File: src/rtl/pll_reset_pkg.sv
// Shared types and default timing constants for the PLL reset sequencer.
package pll_reset_pkg;

    typedef enum logic [2:0] {
        WAIT_LOCK = 3'd0,
        STABLE    = 3'd1,
        REL_MEM   = 3'd2,
        REL_CORE  = 3'd3,
        RUN       = 3'd4,
        SOFT      = 3'd5
    } seq_state_t;

    localparam int unsigned DEF_LOCK_STABLE_CYCLES = 1024;
    localparam int unsigned DEF_STAGE_GAP          = 16;
    localparam int unsigned DEF_SOFT_CYCLES        = 8;

    localparam int unsigned SEQ_CNT_W = 16;

endpackage

File: src/rtl/sync_2ff.sv
// Two-flop synchronizer for a single asynchronous level; resets to 0.
module sync_2ff (
    input  logic clk,
    input  logic rst,
    input  logic d,
    output logic q
);

    logic meta;

    always_ff @(posedge clk or posedge rst) begin
        if (rst) begin
            meta <= 1'b0;
            q    <= 1'b0;
        end else begin
            meta <= d;
            q    <= meta;
        end
    end

endmodule

File: src/rtl/pll_reset_seq.sv
// Staged reset release after PLL lock, soft core/peripheral reset, and
// clock-enable strobes derived from the core reset release.
//
// state     | meaning
// WAIT_LOCK | all resets held, waiting for synchronized lock
// STABLE    | lock seen, counting stability cycles
// REL_MEM   | memory reset released, waiting a stage gap
// REL_CORE  | core reset released, waiting a stage gap
// RUN       | all resets released, ready
// SOFT      | soft reset holding core and peripherals
module pll_reset_seq
    import pll_reset_pkg::*;
#(
    parameter int unsigned LOCK_STABLE_CYCLES = DEF_LOCK_STABLE_CYCLES,
    parameter int unsigned STAGE_GAP          = DEF_STAGE_GAP,
    parameter int unsigned SOFT_CYCLES        = DEF_SOFT_CYCLES
) (
    input  logic clk,
    input  logic rst,
    input  logic pll_locked,
    input  logic soft_rst_req,
    output logic rst_mem,
    output logic rst_core,
    output logic rst_periph,
    output logic ce_14m,
    output logic ce_7m,
    output logic ce_3m5,
    output logic ready
);

    localparam logic [SEQ_CNT_W-1:0] STABLE_LAST = SEQ_CNT_W'(LOCK_STABLE_CYCLES - 1);
    localparam logic [SEQ_CNT_W-1:0] GAP_LAST    = SEQ_CNT_W'(STAGE_GAP - 1);
    localparam logic [SEQ_CNT_W-1:0] SOFT_LAST   = SEQ_CNT_W'(SOFT_CYCLES - 1);

    seq_state_t           state;
    logic [SEQ_CNT_W-1:0] cnt;
    logic [SEQ_CNT_W-1:0] cnt_inc;
    logic                 lock_s;
    logic [2:0]           div;

    sync_2ff u_lock_sync (
        .clk (clk),
        .rst (rst),
        .d   (pll_locked),
        .q   (lock_s)
    );

    // Saturate rather than wrap so a long stall can never fake a terminal count.
    assign cnt_inc = (cnt == {SEQ_CNT_W{1'b1}}) ? cnt : cnt + 1'b1;

    always_ff @(posedge clk or posedge rst) begin
        if (rst) begin
            state      <= WAIT_LOCK;
            cnt        <= '0;
            rst_mem    <= 1'b1;
            rst_core   <= 1'b1;
            rst_periph <= 1'b1;
            ready      <= 1'b0;
        end else if (state != WAIT_LOCK && !lock_s) begin
            state      <= WAIT_LOCK;
            cnt        <= '0;
            rst_mem    <= 1'b1;
            rst_core   <= 1'b1;
            rst_periph <= 1'b1;
            ready      <= 1'b0;
        end else begin
            case (state)
                WAIT_LOCK: begin
                    cnt        <= '0;
                    rst_mem    <= 1'b1;
                    rst_core   <= 1'b1;
                    rst_periph <= 1'b1;
                    ready      <= 1'b0;
                    if (lock_s) begin
                        state <= STABLE;
                    end
                end
                STABLE: begin
                    if (cnt == STABLE_LAST) begin
                        state   <= REL_MEM;
                        cnt     <= '0;
                        rst_mem <= 1'b0;
                    end else begin
                        cnt <= cnt_inc;
                    end
                end
                REL_MEM: begin
                    if (cnt == GAP_LAST) begin
                        state    <= REL_CORE;
                        cnt      <= '0;
                        rst_core <= 1'b0;
                    end else begin
                        cnt <= cnt_inc;
                    end
                end
                REL_CORE: begin
                    if (cnt == GAP_LAST) begin
                        state      <= RUN;
                        cnt        <= '0;
                        rst_periph <= 1'b0;
                        ready      <= 1'b1;
                    end else begin
                        cnt <= cnt_inc;
                    end
                end
                RUN: begin
                    cnt <= '0;
                    if (soft_rst_req) begin
                        state      <= SOFT;
                        rst_core   <= 1'b1;
                        rst_periph <= 1'b1;
                        ready      <= 1'b0;
                    end
                end
                SOFT: begin
                    if (cnt == SOFT_LAST) begin
                        state    <= REL_CORE;
                        cnt      <= '0;
                        rst_core <= 1'b0;
                    end else begin
                        cnt <= cnt_inc;
                    end
                end
                default: begin
                    state      <= WAIT_LOCK;
                    cnt        <= '0;
                    rst_mem    <= 1'b1;
                    rst_core   <= 1'b1;
                    rst_periph <= 1'b1;
                    ready      <= 1'b0;
                end
            endcase
        end
    end

    always_ff @(posedge clk or posedge rst) begin
        if (rst) begin
            div <= '0;
        end else if (rst_core) begin
            div <= '0;
        end else begin
            div <= div + 3'd1;
        end
    end

    // Gating keeps the strobes quiet on the edge a soft reset re-asserts rst_core.
    assign ce_14m = ~rst_core & div[0];
    assign ce_7m  = ~rst_core & (div[1:0] == 2'b11);
    assign ce_3m5 = ~rst_core & (div == 3'b111);

endmodule

File: config.mk
export PLATFORM = sky130hd
export DESIGN_NAME = pll_reset_seq
export DESIGN_NICKNAME = d
export VERILOG_FILES = /design/src/rtl/pll_reset_pkg.sv /design/src/rtl/sync_2ff.sv /design/src/rtl/pll_reset_seq.sv
export SDC_FILE = /design/constraint.sdc
export NUM_CORES = 1
export LEC_CHECK = 0
export CORE_MARGIN = 4
export CORE_UTILIZATION = 60
export CTS_CLUSTER_SIZE = 40
export DETAILED_ROUTE_END_ITERATION = 10
export GPL_TIMING_DRIVEN = 0
export PLACE_DENSITY = 0.81
export SLEW_MARGIN = 20
export SYNTH_ARGS = -nofsm -noshare
export SYNTH_HDL_FRONTEND = slang
export SYNTH_SLANG_ARGS = --single-unit
File: constraint.sdc
create_clock -name clk -period 5.4 [get_ports clk]
set_input_delay 1.35 -clock clk [delete_from_list [all_inputs] [get_ports clk]]
set_output_delay 1.35 -clock clk [all_outputs]
set_load 0.05 [all_outputs]
# Word level (Yosys, flattened, before mapping)
# Cells that the tools add are included.
# op_classes
add_sub_neg,2
n_eq_ne,20
muxes,29
bitwise_logic,4
n_reduce_logical,12
# ops
operator,count
2-to-1 mux 16 bit,5
one-hot mux 16 bit (3 select lines),1
2-to-1 mux 3 bit,8
one-hot mux 3 bit (6 select lines),1
adder 16 x 1 -> 16 bit (second input constant),1
equality test 16 x 10 -> 1 bit (second input constant),1
equality test 16 bit (second input constant),1
equality test 16 x 3 -> 1 bit (second input constant),1
equality test 16 x 4 -> 1 bit (second input constant),1
inequality test 3 bit (second input constant),5
2-to-1 mux 1 bit,10
equality test 3 bit (second input constant),3
equality test 3 x 2 -> 1 bit (second input constant),2
inequality test 2 x 1 -> 1 bit (second input constant),3
one-hot mux 1 bit (3 select lines),2
AND reduction 6 bit,1
one-hot mux 1 bit (4 select lines),1
AND reduction 4 bit,1
OR reduction 2 bit,2
OR reduction 4 bit,1
adder 3 x 1 -> 3 bit (second input constant),1
AND 1 bit,3
equality test 3 x 1 -> 1 bit (second input constant),1
zero test 3 bit,1
10 further kinds,10
# word_totals
reg_bits,28
in_bits,4
output_inout_bits,7

# Longest topological paths before layout
# depth
word_depth,5
depth_mapped,9
ltp_nobuf,7

# Cells and area by module
# Synthesis repeated with hierarchy kept, for this count alone.
# hier_totals
hier_cells,179
hier_area_um2,1599.0
# by_module_without_submodules
module,instances,cells_per_inst,area_per_inst_um2,seq_area_each_um2
pll_reset_seq,1,176,1545.2,654.4
sync_2ff,1,3,53.8,50.0

# Worst setup path before layout
# No wires, ideal clock.
# synth_timing
kind,flip-flop to output port
startpoint,register div[0]
endpoint,output port ce_3m5
arrival_ns,1.331
required_ns,4.050
setup_slack_ns,2.719
stages_incl_launch_ff,4
path_cell_list,dfrtp_1 -> ha_1 -> ha_1 -> nor2b_1
# synth_via
elab_chain_cells,2
# synth_lines
element,line_no,text
start: declaration,pll_reset_seq.sv:39,logic [2:0] div;
start signal: assignment,pll_reset_seq.sv:142,div <= div + 3'd1;
equality test 3 bit,pll_reset_seq.sv:149,assign ce_3m5 = ~rst_core & (div == 3'b111);
AND 1 bit,pll_reset_seq.sv:149,
end: declaration,pll_reset_seq.sv:27,"output logic ce_3m5,"
# No other way between the ends.

# Worst setup path after layout
# Ends and elaborated chain as after synthesis.

==> run metrics <==
run status=finished, final reports clean; detailed router's first-iteration violation count=118; buffers from clock root to sink, at most=2; portion of total power attributed to sequential cells=~56%; Detail Route Antenna Nets=0; Setup CP Type=reg2out; DRC violation count after routing=0; power share of the combinational group=approximately 19%; Critical Path Slowest Stage Cell=sky130_fd_sc_hd__clkdlybuf4s50_1; number of distinct standard cells referenced by the synthesized netlist=47; minimum setup slack in the final design=roughly 2.1 ns; slowest cell delay on critical path=0.69 ns; proportion of layout cells with a drive suffix above 1=10.55%; worst IR drop on VDD=~170 uV; maximum number of pins on one net before global-route repair=29; cell occurring most often along the worst timing path=sky130_fd_sc_hd__ha_1; clock transition at the registers of the reported paths=0.14 ns; crit-path cells=ha_1 -> ha_1 -> nor2b_1 -> clkdlybuf4s50_1; detail-routed net length per standard cell=15.34 um; shortest period the worst path allows=roughly 3.3 ns; post-layout util=slightly below 70%; TritonCTS buffer count=3; placement row count=19; average vias per placed instance=about 6.3; placement-stage worst setup slack=about 2.5 ns; EDFF count, synth=0; post-layout instance count excluding filler cells=230; number of I/O pins=11; synthesis-to-finish area growth=10.21%; latest clock arrival within the worst-skew pair=0.33 ns; number of nets at the end of the flow=about 210; Net Sw Frac=approximately 30%; PortBufs=10; buffers inserted during post-CTS setup optimization=0; synthesized area per cell=approximately 9.3 um2; power density relative to cell area=about 210 nW/um2; internal power=roughly 290 uW; power share of the clock group=25.0%; buffer type at the clock tree root=sky130_fd_sc_hd__clkbuf_4; detailed-route via count=1438; global-route wire length before repair=5.989 mm; prevailing post-synth register cell=sky130_fd_sc_hd__dfrtp_1; skew final=approximately 0.003 ns; f_max=approximately 300 MHz; slack of the worst reg-to-reg path=about 3 ns; TritonCTS Sinks=28; antenna cells=0; launch point of the worst hold path=u_lock_sync.meta; detailed placer's ending HPWL=2.542 mm; synthesis warning total=0; share of the yosys chip area belonging to registers=about two fifths; Cells after DPL=roughly 230; post-route fraction of the period consumed by the critical path=just over 60%; floorplan die height=about 61 um; synthesized cell area=around 1700 um2; data required time at the worst endpoint=4.05 ns; Global Route Usage Sum=between 20% and 30%; most common library cell in the layout ignoring fill and taps=sky130_fd_sc_hd__nor2_1; max-capacitance violation count=0; number of instances in the synthesized netlist=185; count of final max-slew check failures=0; Crit Path Max Fanout=3; initial antenna violation count=0; CTS tree=done; # H-tree levels=1; sort of element at the end of the critical path=output port; Final Hold Violating Endpoints=0; placer's final routability congestion estimate=between 0.8 and 0.9; Least-Margin Pin Slew=0.9824 ns; Initial Util=62.75%; setup TNS=0 ns; number of buffers added to fix hold violations after cts=0; number of synthesized register bits=28; Switching Power=roughly 120 uW; Remaining Overflow, GRT=0; launch point of the critical path=div[0]; Final Routed Wirelength=between 3 and 4 mm; sum of internal, switching and leakage power=slightly above 400 uW; category of the worst setup path launch point=flop; die area=3779 um2; headroom to the max-slew limit=between 30 and 40%; Tightest Hold Check Type=reg2reg; startpoint of the worst register-to-register path=state[2]; Die Wd=a little over 60 um; arrival time of data at the critical path endpoint=around 2.0 ns; leakage power of the design=approximately 0.74 nW; net count of the mapped netlist=approximately 190; vias in the first global route=between 1000 and 1500; number of instances resized during post-cts repair=0; count of TritonRoute iterations in the first routing pass=4; highest-count cells in the layout ignoring fill and taps=sky130_fd_sc_hd__nor2_1 (26), sky130_fd_sc_hd__dfrtp_1 (25), sky130_fd_sc_hd__nand2_1 (13); Core Area=roughly 2700 um2; Setup violations, final=0; RSZ-0062 raised after global routing=no; ys async rst share=100.0%
per-stage QoR:
stage,hold slack (ns),area [um2]
floorplan,0.3312,1715
global placement,0.3325,1854
detailed placement,0.3378,1854
CTS,0.3815,1891
global route,0.3927,1891
finish,0.3777,1891
cell usage after synthesis (2+ instances only):
| cell type | instances | area, um2 |
|---|---|---|
| sky130_fd_sc_hd__a21oi_1 | 8 | 40.04 |
| sky130_fd_sc_hd__a31oi_1 | 4 | 25.02 |
| sky130_fd_sc_hd__and2_1 | 2 | 12.51 |
| sky130_fd_sc_hd__buf_6 | 2 | 22.52 |
| sky130_fd_sc_hd__clkbuf_1 | 3 | 11.26 |
| sky130_fd_sc_hd__dfrtp_1 | 25 | 625.6 |
| sky130_fd_sc_hd__dfstp_2 | 3 | 78.83 |
| sky130_fd_sc_hd__ha_1 | 5 | 62.56 |
| sky130_fd_sc_hd__inv_1 | 8 | 30.03 |
| sky130_fd_sc_hd__mux2i_1 | 3 | 30.03 |
| sky130_fd_sc_hd__nand2_1 | 13 | 48.80 |
| sky130_fd_sc_hd__nand3_1 | 9 | 45.04 |
| sky130_fd_sc_hd__nand4_1 | 4 | 25.02 |
| sky130_fd_sc_hd__nor2_1 | 26 | 97.59 |
| sky130_fd_sc_hd__nor2b_1 | 8 | 50.05 |
| sky130_fd_sc_hd__nor3_1 | 2 | 10.01 |
| sky130_fd_sc_hd__nor3_2 | 2 | 20.02 |
| sky130_fd_sc_hd__nor4_1 | 3 | 18.77 |
| sky130_fd_sc_hd__nor4_4 | 2 | 42.54 |
| sky130_fd_sc_hd__o211ai_1 | 3 | 22.52 |
| sky130_fd_sc_hd__o21ai_0 | 5 | 25.02 |
| sky130_fd_sc_hd__o311ai_0 | 4 | 35.03 |
| sky130_fd_sc_hd__o31ai_1 | 6 | 45.04 |
| sky130_fd_sc_hd__or4_1 | 4 | 30.03 |
| sky130_fd_sc_hd__or4_4 | 2 | 22.52 |
| sky130_fd_sc_hd__xor2_1 | 8 | 70.07 |
area by class of cell:
| class | instances | area, um2 |
|---|---|---|
| Inverter | 8 | 30.03 |
| Sequential cell | 28 | 704.4 |
| Tap cell | 31 | 38.79 |
| Multi-Input combinational cell | 142 | 938.4 |
| Buffer | 7 | 42.54 |
| Clock buffer | 4 | 36.28 |
| Timing Repair Buffer | 10 | 100.1 |
| Fill cell | 200 | 843.3 |
final timing paths:
check,to,cells after the start
setup / recovery,ce_3m5,4
hold / removal,u_lock_sync.q,0
setup reg to reg,cnt[4],9
hold reg to reg,u_lock_sync.q,0
max in group asynchronous,div[2],2
min in group asynchronous,div[1],2
sequential cells by signal, summed over array words and instances, names as in the netlist:
name              count
cnt                  16
div                   3
ready                 1
rst_core              1
rst_mem               1
rst_periph            1
state                 3
u_lock_sync.meta      1
u_lock_sync.q         1
kinds of logic (layout without fill, tap and decap cells):
kind of cell,after synthesis,count (layout),synth area share [%]
mux,3,3,1.751
fa+ha+maj,5,5,3.647
simple gates,86,86,28.88
xor+xnor,8,8,4.085
flops,28,28,41.07
buf+inv,15,29,4.230
compound gates,40,40,16.34
critical path: cells and delay by family, from the launching register on:
| family | cells | cell delay, ns |
|---|---|---|
| fa+ha+maj | 2 | 0.38 |
| buf+inv | 1 | 0.69 |
| flops | 1 | 0.42 |
| simple gates | 1 | 0.12 |
per-layer routing:
layer,up-vias,GRT usage (%),wire length (um)
met2,30,36.56,1772
met1,695,25.65,1587
met3,6,2.516,128
met4,0,9.091,39
li1,707,-,-
met5,-,0,0
power groups by stage:
stage | Sequential [mW] | Clock [mW] | Combinational, mW
final | 0.226 | 0.102 | 0.0788
after global routing | 0.227 | 0.111 | 0.0875
after floorplan | 0.228 | 0 | 0.0602
after CTS | 0.225 | 0.105 | 0.0779
after detailed placement | 0.229 | 0 | 0.0777
after global placement | 0.229 | 0 | 0.0764
Note: power is estimated with default switching activity, not from simulation.
